$ cat config.mk
export PLATFORM = sky130hd
export DESIGN_NAME = alu_mdu_flat
export DESIGN_NICKNAME = d
export VERILOG_FILES = /design/src/rtl/alu_mdu_if.sv /design/src/rtl/alu_mdu.sv /design/src/flat_wrapper.sv
export SDC_FILE = /design/constraint.sdc
export NUM_CORES = 1
export LEC_CHECK = 0
export ABC_AREA = 1
export BUFFER_PORTS_ARGS = -buffer_cell sky130_fd_sc_hd__buf_2
export CAP_MARGIN = 10
export CORE_ASPECT_RATIO = 1.25
export CORE_UTILIZATION = 58
export CTS_CLUSTER_SIZE = 14
export DETAILED_ROUTE_END_ITERATION = 8
export PLACE_DENSITY = 0.87
export SYNTH_ARGS = -nofsm -noshare
export SYNTH_HDL_FRONTEND = slang
export SYNTH_SLANG_ARGS = --single-unit
$ cat constraint.sdc
create_clock -name clk -period 3.06 [get_ports clk]
set_clock_uncertainty 0.1 [all_clocks]
set_input_delay 0.306 -clock clk [delete_from_list [all_inputs] [get_ports clk]]
set_output_delay 0.306 -clock clk [all_outputs]
set_load 0.01 [all_outputs]
$ cat src/rtl/alu_mdu_if.sv
// EX-stage operand/result bundle between the forwarding muxes, the EX/MEM
// register, the HI/LO write port and alu_mdu.
interface alu_mdu_if #(
  parameter int WIDTH = 32
);
  logic [7:0]       aluControl;
  logic [WIDTH-1:0] x;
  logic [WIDTH-1:0] y;
  logic             valid_in;
  logic             flush;
  logic [WIDTH-1:0] result;
  logic             zero;
  logic             overflow;
  logic             stall;
  logic             hilo_we;
  logic [WIDTH-1:0] hi_out;
  logic [WIDTH-1:0] lo_out;

  modport master (
    output aluControl, x, y, valid_in, flush,
    input  result, zero, overflow, stall, hilo_we, hi_out, lo_out
  );

  modport slave (
    input  aluControl, x, y, valid_in, flush,
    output result, zero, overflow, stall, hilo_we, hi_out, lo_out
  );
endinterface

$ cat src/rtl/alu_mdu.sv
// Execute-stage ALU with signed-overflow detection and an iterative radix-2
// multiply/divide engine that stalls the pipeline until HI/LO are ready.
module alu_mdu #(
  parameter int WIDTH = 32,
  parameter int SHW   = $clog2(WIDTH)
) (
  input logic      clk,
  input logic      resetn,
  alu_mdu_if.slave bus
);
  localparam logic [7:0] EXE_AND_OP   = 8'b0010_0100;
  localparam logic [7:0] EXE_OR_OP    = 8'b0010_0101;
  localparam logic [7:0] EXE_XOR_OP   = 8'b0010_0110;
  localparam logic [7:0] EXE_NOR_OP   = 8'b0010_0111;
  localparam logic [7:0] EXE_ANDI_OP  = 8'b0101_1001;
  localparam logic [7:0] EXE_ORI_OP   = 8'b0101_1010;
  localparam logic [7:0] EXE_XORI_OP  = 8'b0101_1011;
  localparam logic [7:0] EXE_LUI_OP   = 8'b0101_1100;
  localparam logic [7:0] EXE_SLL_OP   = 8'b0111_1100;
  localparam logic [7:0] EXE_SLLV_OP  = 8'b0000_0100;
  localparam logic [7:0] EXE_SRL_OP   = 8'b0000_0010;
  localparam logic [7:0] EXE_SRLV_OP  = 8'b0000_0110;
  localparam logic [7:0] EXE_SRA_OP   = 8'b0000_0011;
  localparam logic [7:0] EXE_SRAV_OP  = 8'b0000_0111;
  localparam logic [7:0] EXE_MFHI_OP  = 8'b0001_0000;
  localparam logic [7:0] EXE_MTHI_OP  = 8'b0001_0001;
  localparam logic [7:0] EXE_MFLO_OP  = 8'b0001_0010;
  localparam logic [7:0] EXE_MTLO_OP  = 8'b0001_0011;
  localparam logic [7:0] EXE_SLT_OP   = 8'b0010_1010;
  localparam logic [7:0] EXE_SLTU_OP  = 8'b0010_1011;
  localparam logic [7:0] EXE_SLTI_OP  = 8'b0101_0111;
  localparam logic [7:0] EXE_SLTIU_OP = 8'b0101_1000;
  localparam logic [7:0] EXE_ADD_OP   = 8'b0010_0000;
  localparam logic [7:0] EXE_ADDU_OP  = 8'b0010_0001;
  localparam logic [7:0] EXE_SUB_OP   = 8'b0010_0010;
  localparam logic [7:0] EXE_SUBU_OP  = 8'b0010_0011;
  localparam logic [7:0] EXE_ADDI_OP  = 8'b0101_0101;
  localparam logic [7:0] EXE_ADDIU_OP = 8'b0101_0110;
  localparam logic [7:0] EXE_MULT_OP  = 8'b0001_1000;
  localparam logic [7:0] EXE_MULTU_OP = 8'b0001_1001;
  localparam logic [7:0] EXE_DIV_OP   = 8'b0001_1010;
  localparam logic [7:0] EXE_DIVU_OP  = 8'b0001_1011;

  localparam logic [1:0]     S_IDLE   = 2'd0;
  localparam logic [1:0]     S_BUSY   = 2'd1;
  localparam logic [1:0]     S_DONE   = 2'd2;
  localparam logic [SHW-1:0] CNT_LAST = SHW'(WIDTH - 1);

  logic [1:0]         state_q, state_d;
  logic [SHW-1:0]     cnt_q, cnt_d;
  logic [2*WIDTH-1:0] acc_q, acc_d;
  logic [WIDTH-1:0]   opnd_q, opnd_d;
  logic               is_div_q, is_div_d, qneg_q, qneg_d, rneg_q, rneg_d, div0_q, div0_d;
  logic [WIDTH-1:0]   hi_q, hi_d, lo_q, lo_d;

  logic [WIDTH-1:0]   res_s, sum_s, dif_s, x_mag_s, y_mag_s, quo_s, rem_s, hi_fix_s, lo_fix_s;
  logic [SHW-1:0]     sh_s;
  logic               ovf_s, add_ovf_s, sub_ovf_s, slt_s, sltu_s;
  logic               md_op_s, signed_op_s, div_op_s, start_s, x_neg_s, y_neg_s;
  logic [WIDTH:0]     mul_sum_s, div_trial_s, div_diff_s;
  logic [2*WIDTH-1:0] step_s, prod_s;

  assign sum_s     = bus.x + bus.y;
  assign dif_s     = bus.x - bus.y;
  assign add_ovf_s = (bus.x[WIDTH-1] == bus.y[WIDTH-1]) && (sum_s[WIDTH-1] != bus.x[WIDTH-1]);
  assign sub_ovf_s = (bus.x[WIDTH-1] != bus.y[WIDTH-1]) && (dif_s[WIDTH-1] != bus.x[WIDTH-1]);
  assign slt_s     = $signed(bus.x) < $signed(bus.y);
  assign sltu_s    = bus.x < bus.y;
  assign sh_s      = bus.x[SHW-1:0];

  // Single-cycle result and overflow select
  always_comb begin
    res_s = {WIDTH{1'b0}};
    ovf_s = 1'b0;
    case (bus.aluControl)
      EXE_ADD_OP, EXE_ADDI_OP:     begin res_s = sum_s; ovf_s = add_ovf_s; end
      EXE_ADDU_OP, EXE_ADDIU_OP:   res_s = sum_s;
      EXE_SUB_OP:                  begin res_s = dif_s; ovf_s = sub_ovf_s; end
      EXE_SUBU_OP:                 res_s = dif_s;
      EXE_AND_OP, EXE_ANDI_OP:     res_s = bus.x & bus.y;
      EXE_OR_OP, EXE_ORI_OP:       res_s = bus.x | bus.y;
      EXE_XOR_OP, EXE_XORI_OP:     res_s = bus.x ^ bus.y;
      EXE_NOR_OP:                  res_s = ~(bus.x | bus.y);
      EXE_SLT_OP, EXE_SLTI_OP:     res_s = {{(WIDTH-1){1'b0}}, slt_s};
      EXE_SLTU_OP, EXE_SLTIU_OP:   res_s = {{(WIDTH-1){1'b0}}, sltu_s};
      EXE_LUI_OP:                  res_s = {bus.y[WIDTH/2-1:0], {(WIDTH/2){1'b0}}};
      EXE_SLL_OP, EXE_SLLV_OP:     res_s = bus.y << sh_s;
      EXE_SRL_OP, EXE_SRLV_OP:     res_s = bus.y >> sh_s;
      EXE_SRA_OP, EXE_SRAV_OP:     res_s = $unsigned($signed(bus.y) >>> sh_s);
      EXE_MFHI_OP, EXE_MFLO_OP:    res_s = bus.y;
      EXE_MTHI_OP, EXE_MTLO_OP:    res_s = bus.x;
      default:                     res_s = {WIDTH{1'b0}};
    endcase
  end

  // Multiply/divide request decode
  always_comb begin
    md_op_s     = 1'b0;
    signed_op_s = 1'b0;
    div_op_s    = 1'b0;
    case (bus.aluControl)
      EXE_MULT_OP:  begin md_op_s = 1'b1; signed_op_s = 1'b1; end
      EXE_MULTU_OP: md_op_s = 1'b1;
      EXE_DIV_OP:   begin md_op_s = 1'b1; signed_op_s = 1'b1; div_op_s = 1'b1; end
      EXE_DIVU_OP:  begin md_op_s = 1'b1; div_op_s = 1'b1; end
      default:      md_op_s = 1'b0;
    endcase
  end

  assign start_s = (state_q == S_IDLE) && bus.valid_in && !bus.flush && md_op_s;
  assign x_neg_s = signed_op_s && bus.x[WIDTH-1];
  assign y_neg_s = signed_op_s && bus.y[WIDTH-1];
  assign x_mag_s = x_neg_s ? ({WIDTH{1'b0}} - bus.x) : bus.x;
  assign y_mag_s = y_neg_s ? ({WIDTH{1'b0}} - bus.y) : bus.y;

  // acc holds {partial, multiplier} for multiply and {remainder, dividend/quotient} for divide
  assign mul_sum_s   = {1'b0, acc_q[2*WIDTH-1:WIDTH]} + (acc_q[0] ? {1'b0, opnd_q} : {(WIDTH+1){1'b0}});
  assign div_trial_s = {acc_q[2*WIDTH-1:WIDTH], acc_q[WIDTH-1]};
  assign div_diff_s  = div_trial_s - {1'b0, opnd_q};

  // One radix-2 iteration of the engine
  always_comb begin
    step_s = {mul_sum_s, acc_q[WIDTH-1:1]};
    if (is_div_q) begin
      if (!div_diff_s[WIDTH]) begin
        step_s = {div_diff_s[WIDTH-1:0], acc_q[WIDTH-2:0], 1'b1};
      end else begin
        step_s = {div_trial_s[WIDTH-1:0], acc_q[WIDTH-2:0], 1'b0};
      end
    end else begin
      step_s = {mul_sum_s, acc_q[WIDTH-1:1]};
    end
  end

  assign prod_s = qneg_q ? ({(2*WIDTH){1'b0}} - acc_q) : acc_q;
  assign quo_s  = acc_q[WIDTH-1:0];
  assign rem_s  = acc_q[2*WIDTH-1:WIDTH];

  // Sign correction of the finished HI/LO pair
  always_comb begin
    hi_fix_s = prod_s[2*WIDTH-1:WIDTH];
    lo_fix_s = prod_s[WIDTH-1:0];
    if (is_div_q) begin
      hi_fix_s = rneg_q ? ({WIDTH{1'b0}} - rem_s) : rem_s;
      if (div0_q) begin
        lo_fix_s = {WIDTH{1'b1}};
      end else begin
        lo_fix_s = qneg_q ? ({WIDTH{1'b0}} - quo_s) : quo_s;
      end
    end else begin
      hi_fix_s = prod_s[2*WIDTH-1:WIDTH];
      lo_fix_s = prod_s[WIDTH-1:0];
    end
  end

  // Engine sequencing
  always_comb begin
    state_d  = state_q;
    cnt_d    = cnt_q;
    acc_d    = acc_q;
    opnd_d   = opnd_q;
    is_div_d = is_div_q;
    qneg_d   = qneg_q;
    rneg_d   = rneg_q;
    div0_d   = div0_q;
    hi_d     = hi_q;
    lo_d     = lo_q;
    case (state_q)
      S_IDLE: begin
        if (start_s) begin
          state_d  = S_BUSY;
          cnt_d    = {SHW{1'b0}};
          acc_d    = {{WIDTH{1'b0}}, (div_op_s ? x_mag_s : y_mag_s)};
          opnd_d   = div_op_s ? y_mag_s : x_mag_s;
          is_div_d = div_op_s;
          qneg_d   = x_neg_s ^ y_neg_s;
          rneg_d   = x_neg_s;
          div0_d   = (bus.y == {WIDTH{1'b0}});
        end else begin
          state_d = S_IDLE;
        end
      end
      S_BUSY: begin
        if (bus.flush) begin
          state_d = S_IDLE;
        end else begin
          acc_d   = step_s;
          cnt_d   = cnt_q + {{(SHW-1){1'b0}}, 1'b1};
          state_d = (cnt_q == CNT_LAST) ? S_DONE : S_BUSY;
        end
      end
      S_DONE: begin
        state_d = S_IDLE;
        hi_d    = hi_fix_s;
        lo_d    = lo_fix_s;
      end
      default: state_d = S_IDLE;
    endcase
  end

  // State registers
  always_ff @(posedge clk or negedge resetn) begin
    if (!resetn) begin
      state_q  <= S_IDLE;
      cnt_q    <= {SHW{1'b0}};
      acc_q    <= {(2*WIDTH){1'b0}};
      opnd_q   <= {WIDTH{1'b0}};
      is_div_q <= 1'b0;
      qneg_q   <= 1'b0;
      rneg_q   <= 1'b0;
      div0_q   <= 1'b0;
      hi_q     <= {WIDTH{1'b0}};
      lo_q     <= {WIDTH{1'b0}};
    end else begin
      state_q  <= state_d;
      cnt_q    <= cnt_d;
      acc_q    <= acc_d;
      opnd_q   <= opnd_d;
      is_div_q <= is_div_d;
      qneg_q   <= qneg_d;
      rneg_q   <= rneg_d;
      div0_q   <= div0_d;
      hi_q     <= hi_d;
      lo_q     <= lo_d;
    end
  end

  assign bus.result   = res_s;
  assign bus.zero     = (res_s == {WIDTH{1'b0}});
  assign bus.overflow = ovf_s;
  assign bus.stall    = resetn && (start_s || ((state_q == S_BUSY) && !bus.flush));
  assign bus.hilo_we  = (state_q == S_DONE);
  assign bus.hi_out   = (state_q == S_DONE) ? hi_fix_s : hi_q;
  assign bus.lo_out   = (state_q == S_DONE) ? lo_fix_s : lo_q;
endmodule

$ cat src/flat_wrapper.sv
// flat-port wrapper written by rule: the top's interface ports become plain ports
module alu_mdu_flat 
#(
  parameter int WIDTH = 32,
  parameter int SHW   = $clog2(WIDTH)
)
  (clk, resetn, bus_aluControl, bus_x, bus_y, bus_valid_in, bus_flush, bus_result, bus_zero, bus_overflow, bus_stall, bus_hilo_we, bus_hi_out, bus_lo_out);
  alu_mdu_if #(.WIDTH(WIDTH)) bus_i ();
  input logic clk;
  input logic resetn;
  input wire logic [$bits(bus_i.aluControl)-1:0] bus_aluControl;
  input wire logic [$bits(bus_i.x)-1:0] bus_x;
  input wire logic [$bits(bus_i.y)-1:0] bus_y;
  input wire logic [$bits(bus_i.valid_in)-1:0] bus_valid_in;
  input wire logic [$bits(bus_i.flush)-1:0] bus_flush;
  output wire logic [$bits(bus_i.result)-1:0] bus_result;
  output wire logic [$bits(bus_i.zero)-1:0] bus_zero;
  output wire logic [$bits(bus_i.overflow)-1:0] bus_overflow;
  output wire logic [$bits(bus_i.stall)-1:0] bus_stall;
  output wire logic [$bits(bus_i.hilo_we)-1:0] bus_hilo_we;
  output wire logic [$bits(bus_i.hi_out)-1:0] bus_hi_out;
  output wire logic [$bits(bus_i.lo_out)-1:0] bus_lo_out;
  assign bus_i.aluControl = bus_aluControl;
  assign bus_i.x = bus_x;
  assign bus_i.y = bus_y;
  assign bus_i.valid_in = bus_valid_in;
  assign bus_i.flush = bus_flush;
  assign bus_result = bus_i.result;
  assign bus_zero = bus_i.zero;
  assign bus_overflow = bus_i.overflow;
  assign bus_stall = bus_i.stall;
  assign bus_hilo_we = bus_i.hilo_we;
  assign bus_hi_out = bus_i.hi_out;
  assign bus_lo_out = bus_i.lo_out;
  alu_mdu #(.WIDTH(WIDTH), .SHW(SHW)) u_core (.clk(clk), .resetn(resetn), .bus(bus_i));
endmodule
==> results.toml, run 1 <==
[placement]
dp_hpwl_um = 120000
gp_congestion = 1.24
place_area_mm2 = 0.0340
io_buffers = 175

[floorplan]
ioPinCount = 176
die_h_um = 246
die_w_um = 197
row_count = 89
initial_core_util = 0.587

[global_route]
grt_max_degree = 121
grt_use_total = 0.777
grt_pass1_vias = 42600
grt-ovfl-total = 246
grt_first_pass_wirelength_um = 288000

[yosys]
synth_edf_count = 0
yosys_warnings = 0
synthFlopType = "dfrtp_1"
synth-seq-cells = 171
synthCells = 5016
ys_types = 52
syn_area_mm2 = 0.0277
synth-async-reset-ratio = 1.00
syn-num-nets = 5270
syn_area_per_cell_um2 = 5.52
synth_seq_area_share = 0.155

[clock_tree]
cts_buffers = 17
clock_path_buffers = 2
clock-root-buffer = "clkbuf_16"
htreeDepth = 4
clock-sinks = 171

[outcome]
error_line = "[ERROR GRT-0116] Global routing finished with congestion. Check the congestion regions in the DRC Viewer."
lastStage = "global routing (5_1_grt)"
status = "did not finish"
cell usage after synthesis, types with 20 or more instances:
master,n,area [um2]
nand3b_1,20,150
o221ai_1,20,175
nand2_1,1521,5710
nand3_1,578,2890
nor3_1,55,275
buf_2,77,385
nand4_1,78,488
o22ai_1,23,144
o21ai_0,286,1430
ha_1,174,2180
a22oi_1,25,188
dfrtp_1,171,4280
xor2_1,113,990
clkbuf_1,89,334
a21oi_1,277,1390
a31oi_1,35,219
inv_1,626,2350
nor2_1,585,2200
o211ai_1,51,383
cells by family after synthesis:
family	count (synthesis)	share of synthesized area
xor+xnor	132	0.0418
fa+ha+maj	178	0.0816
buf+inv	843	0.121
flops	171	0.155
compound gates	780	0.158
simple gates	2912	0.443
layer usage:
layer / global-route usage / overflow
met2: 0.945 / 121
met4: 0.788 / 121
met5: 0.200 / 1
met3: 0.611 / 3
met1: 0.785 / 0
what timing repair did:
item / in CTS
cloned: 0
hold buffers: 1
setup endpoints to repair: 91
endpoints found under the hold margin: 51
resized for setup: 156
setup buffers: 50
pin swaps: 37
per-stage QoR:
step | worst slack [ns] | TNS (ns) | utilization | hold WS [ns] | instances
global placement | -0.717 | -1.90 | 0.721 | 0.191 | 6319
floorplan | 0.00430 | 0 | - | -0.0896 | 5016
detailed placement | -0.664 | -2.70 | 0.721 | 0.201 | 6319
CTS | -0.279 | -7.32 | 0.753 | 0.201 | 6402
==> run 2, diff against run 1 <==
- CORE_ASPECT_RATIO: 1.25 -> not set
- CORE_UTILIZATION: 58 -> 40
- CTS_CLUSTER_SIZE: 14 -> not set
- PLACE_DENSITY: 0.87 -> not set
- PLACE_DENSITY_LB_ADDON: not set -> 0.15
- clock period: 3.06 -> 4 ns (I/O delays scaled with it)
==> results.toml, run 2 <==
[detailed_routing]
drt_iter0_markers = 4014
drc = 1
post_drt_wl_per_cell_um = 24.2
dr.pass1.iters = 9
ant_nets = 0
wirelength_um = 155000
vias = 36000
viasPerCell = 5.62

[cells_and_area]
drive_gt1_frac = 0.142
final_area_mm2 = 0.0334
regMostFlops = "u_core.acc_q"
stdcell_count = 6397
fin_nets = 5754
largest_register_ffs = 64
layout_common_cells = "nand2_1, inv_1, nand3_1"
final_common_cell = "nand2_1"
area.growth.synth_to_final_pct = 20.6

[placement]
io_buffers = 175
place_ws_ns = -0.0503
place_area_mm2 = 0.0326
dp_hpwl_um = 129000
gp_congestion = 1.08
dp_cells = 6360

[yosys]
synth_top_family_by_area = "simple AND/OR/NAND/NOR gates"
synth_seq_area_share = 0.155
netlist.area_leader.share = 0.206
synth-async-reset-ratio = 1.00
synthMuxAreaShare = 0
synthSimpleGateAreaFrac = 0.443
yosys_warnings = 0
synthTopCellsByArea = "nand2_1, dfrtp_1, nand3_1, inv_1, nor2_1"
syn-num-nets = 5270
yosys.cell_count.top_type = "nand2_1"
synth_xor_area_frac = 0.0418
synthFlopType = "dfrtp_1"
synth_edf_count = 0
synth-seq-cells = 171
synthCells = 5016
yosys.area.top_type = "nand2_1"
synthTopCellsByCount = "nand2_1, inv_1, nor2_1"
syn_area_mm2 = 0.0277
syn_area_per_cell_um2 = 5.52
synth_fa_ha_area_frac = 0.0816
ys_types = 52
synth_compound_area_frac = 0.158

[clock_tree]
clock_path_buffers = 2
clk_latency_ns = 0.46
cts_tree = "done"
htreeDepth = 4
clock-root-buffer = "clkbuf_16"
clk_pin_slew_worst_paths_ns = 0.07
clock-sinks = 171
cts_buffers = 17

[timing]
grt_setup_unrepaired = "yes"
period_needed_ns = 3.89
slew_viol_final = 0
setup_viol = 0
fmax_ghz = 0.257
setup_ws_ns = 0.109
min_period_over_period = 0.973
hold_viol_final = 0
slew_headroom = 0.398
tns_ns = 0
worst_pin_slew_ns = 0.902
whs_ns = 0.313

[floorplan]
core-area_mm2 = 0.0685
die_h_um = 265
initial_core_util = 0.404
die-area_mm2 = 0.0702
ioPinCount = 176
die_w_um = 265
row_count = 96

[global_route]
grt_max_degree = 92
grt_first_pass_wirelength_um = 223000
grt_pass1_vias = 34000
grt-ovfl-total = 0
grt_antenna_before_repair = 4
grt_use_total = 0.432

[worst_setup_path]
reg2regPathDepth = 17
crit_type = "primary input to primary output"
rrSetupSlack_ns = 0.52
critPathSlowestCell = "ha_1"
crit_arrival_ns = 3.39
worstPathRequired_ns = 3.50
critPathLaunchType = "primary input"
cp_common_cell = "nand2_1"
end_kind = "primary output"
cp_max_fo = 8
worstPathCellList = "buf_2 > inv_1 > ha_1 > nor2_1 > nand2_1 > nand2_1 > inv_1 > nand2_1 > nand2_1 > nand2_1 > buf_4 > nand2_1 > nand2_1 > nand2_1 > nand2_1 > nor2_1 > nor2_2 > nand3_1 > nor2_2 > nand2_1 > nor2_1 > buf_2"
max_stage_delay_ns = 0.46

[min_path]
min_path_type = "primary input to register"
whs_path_depth = 4

[power_and_ir_drop]
ir_worst_vdd_uv = 218
pwr_density_cell_mw_per_mm2 = 269
p_leak_nw = 18.2

[outcome]
status = "finished with violations"
violations = "design-rule violations"

[run]
cap_viol_max_count = 0
[run 2: cell counts after synthesis]
Identical to the previous run, type by type.
[run 2: per-stage QoR]
step / utilization / total power [mW]
6_report: 0.487 / 8.97
5_1_grt: 0.487 / 9.48
4_1_cts: 0.486 / 8.84
3_5_place_dp: 0.477 / 7.03
3_3_place_gp: 0.477 / 7.05
2_1_floorplan: - / 5.05
[run 2: power by group]
part	leakage (nW)	switching (mW)	total, mW	internal, mW
sequential	2.13	0.263	2.19	1.93
clock	0.305	0.926	1.80	0.869
combinational	15.8	3.34	4.98	1.64
[run 2: path summary, 6_finish.rpt]
check                                          to             from
min in group asynchronous        u_core.acc_q[59]           resetn
worst min register to register    u_core.hi_q[31]  u_core.hi_q[31]
worst max register to register   u_core.acc_q[61]  u_core.acc_q[0]
max in group asynchronous        u_core.opnd_q[2]           resetn
worst min-delay path            u_core.opnd_q[27]        bus_x[27]
worst max-delay path                     bus_zero         bus_y[7]
[run 2: final cells by class]
type	instances	area (um2)
Tap cell	882	1100
Clock inverter	15	211
Timing Repair Buffer	666	4800
Sequential cell	171	4280
Antenna cell	2	5.00
Clock buffer	17	425
Fill cell	7587	35100
Multi-Input combinational cell	4002	20100
Inverter	642	2410
[run 2: what timing repair did]
| action | 4_1_cts | 5_1_grt |
|---|---|---|
| endpoints found under the hold margin | 88 | 0 |
| buffers inserted | 0 | 2 |
| gates resized for setup | 2 | 19 |
| pin swaps | 0 | 4 |
| hold buffers | 1 | 0 |
| endpoints found under the setup margin | 1 | 7 |
[run 2: layer usage]
metal,vias to the layer above,wire length [um],part of all wire,global-route usage
met5,-,42,0.00027,0
met4,6,14900,0.097,0.357
met3,436,10900,0.070,0.0545
met2,1739,68100,0.44,0.689
met1,16500,60700,0.39,0.519
li1,17300,-,-,-
[run 2: cell families after synthesis]
group / Yosys count
simple gates: 2912
buf+inv: 843
compound gates: 780
fa+ha+maj: 178
flops: 171
xor+xnor: 132
[run 2: worst max-delay path, delay by kind of cell]
| family | cells | cell delay, ns |
|---|---|---|
| adders and majority gates | 1 | 0.46 |
| buffers and inverters | 5 | 0.51 |
| and+or+nand+nor | 16 | 2.01 |
Note: power is estimated with default switching activity, not from simulation.
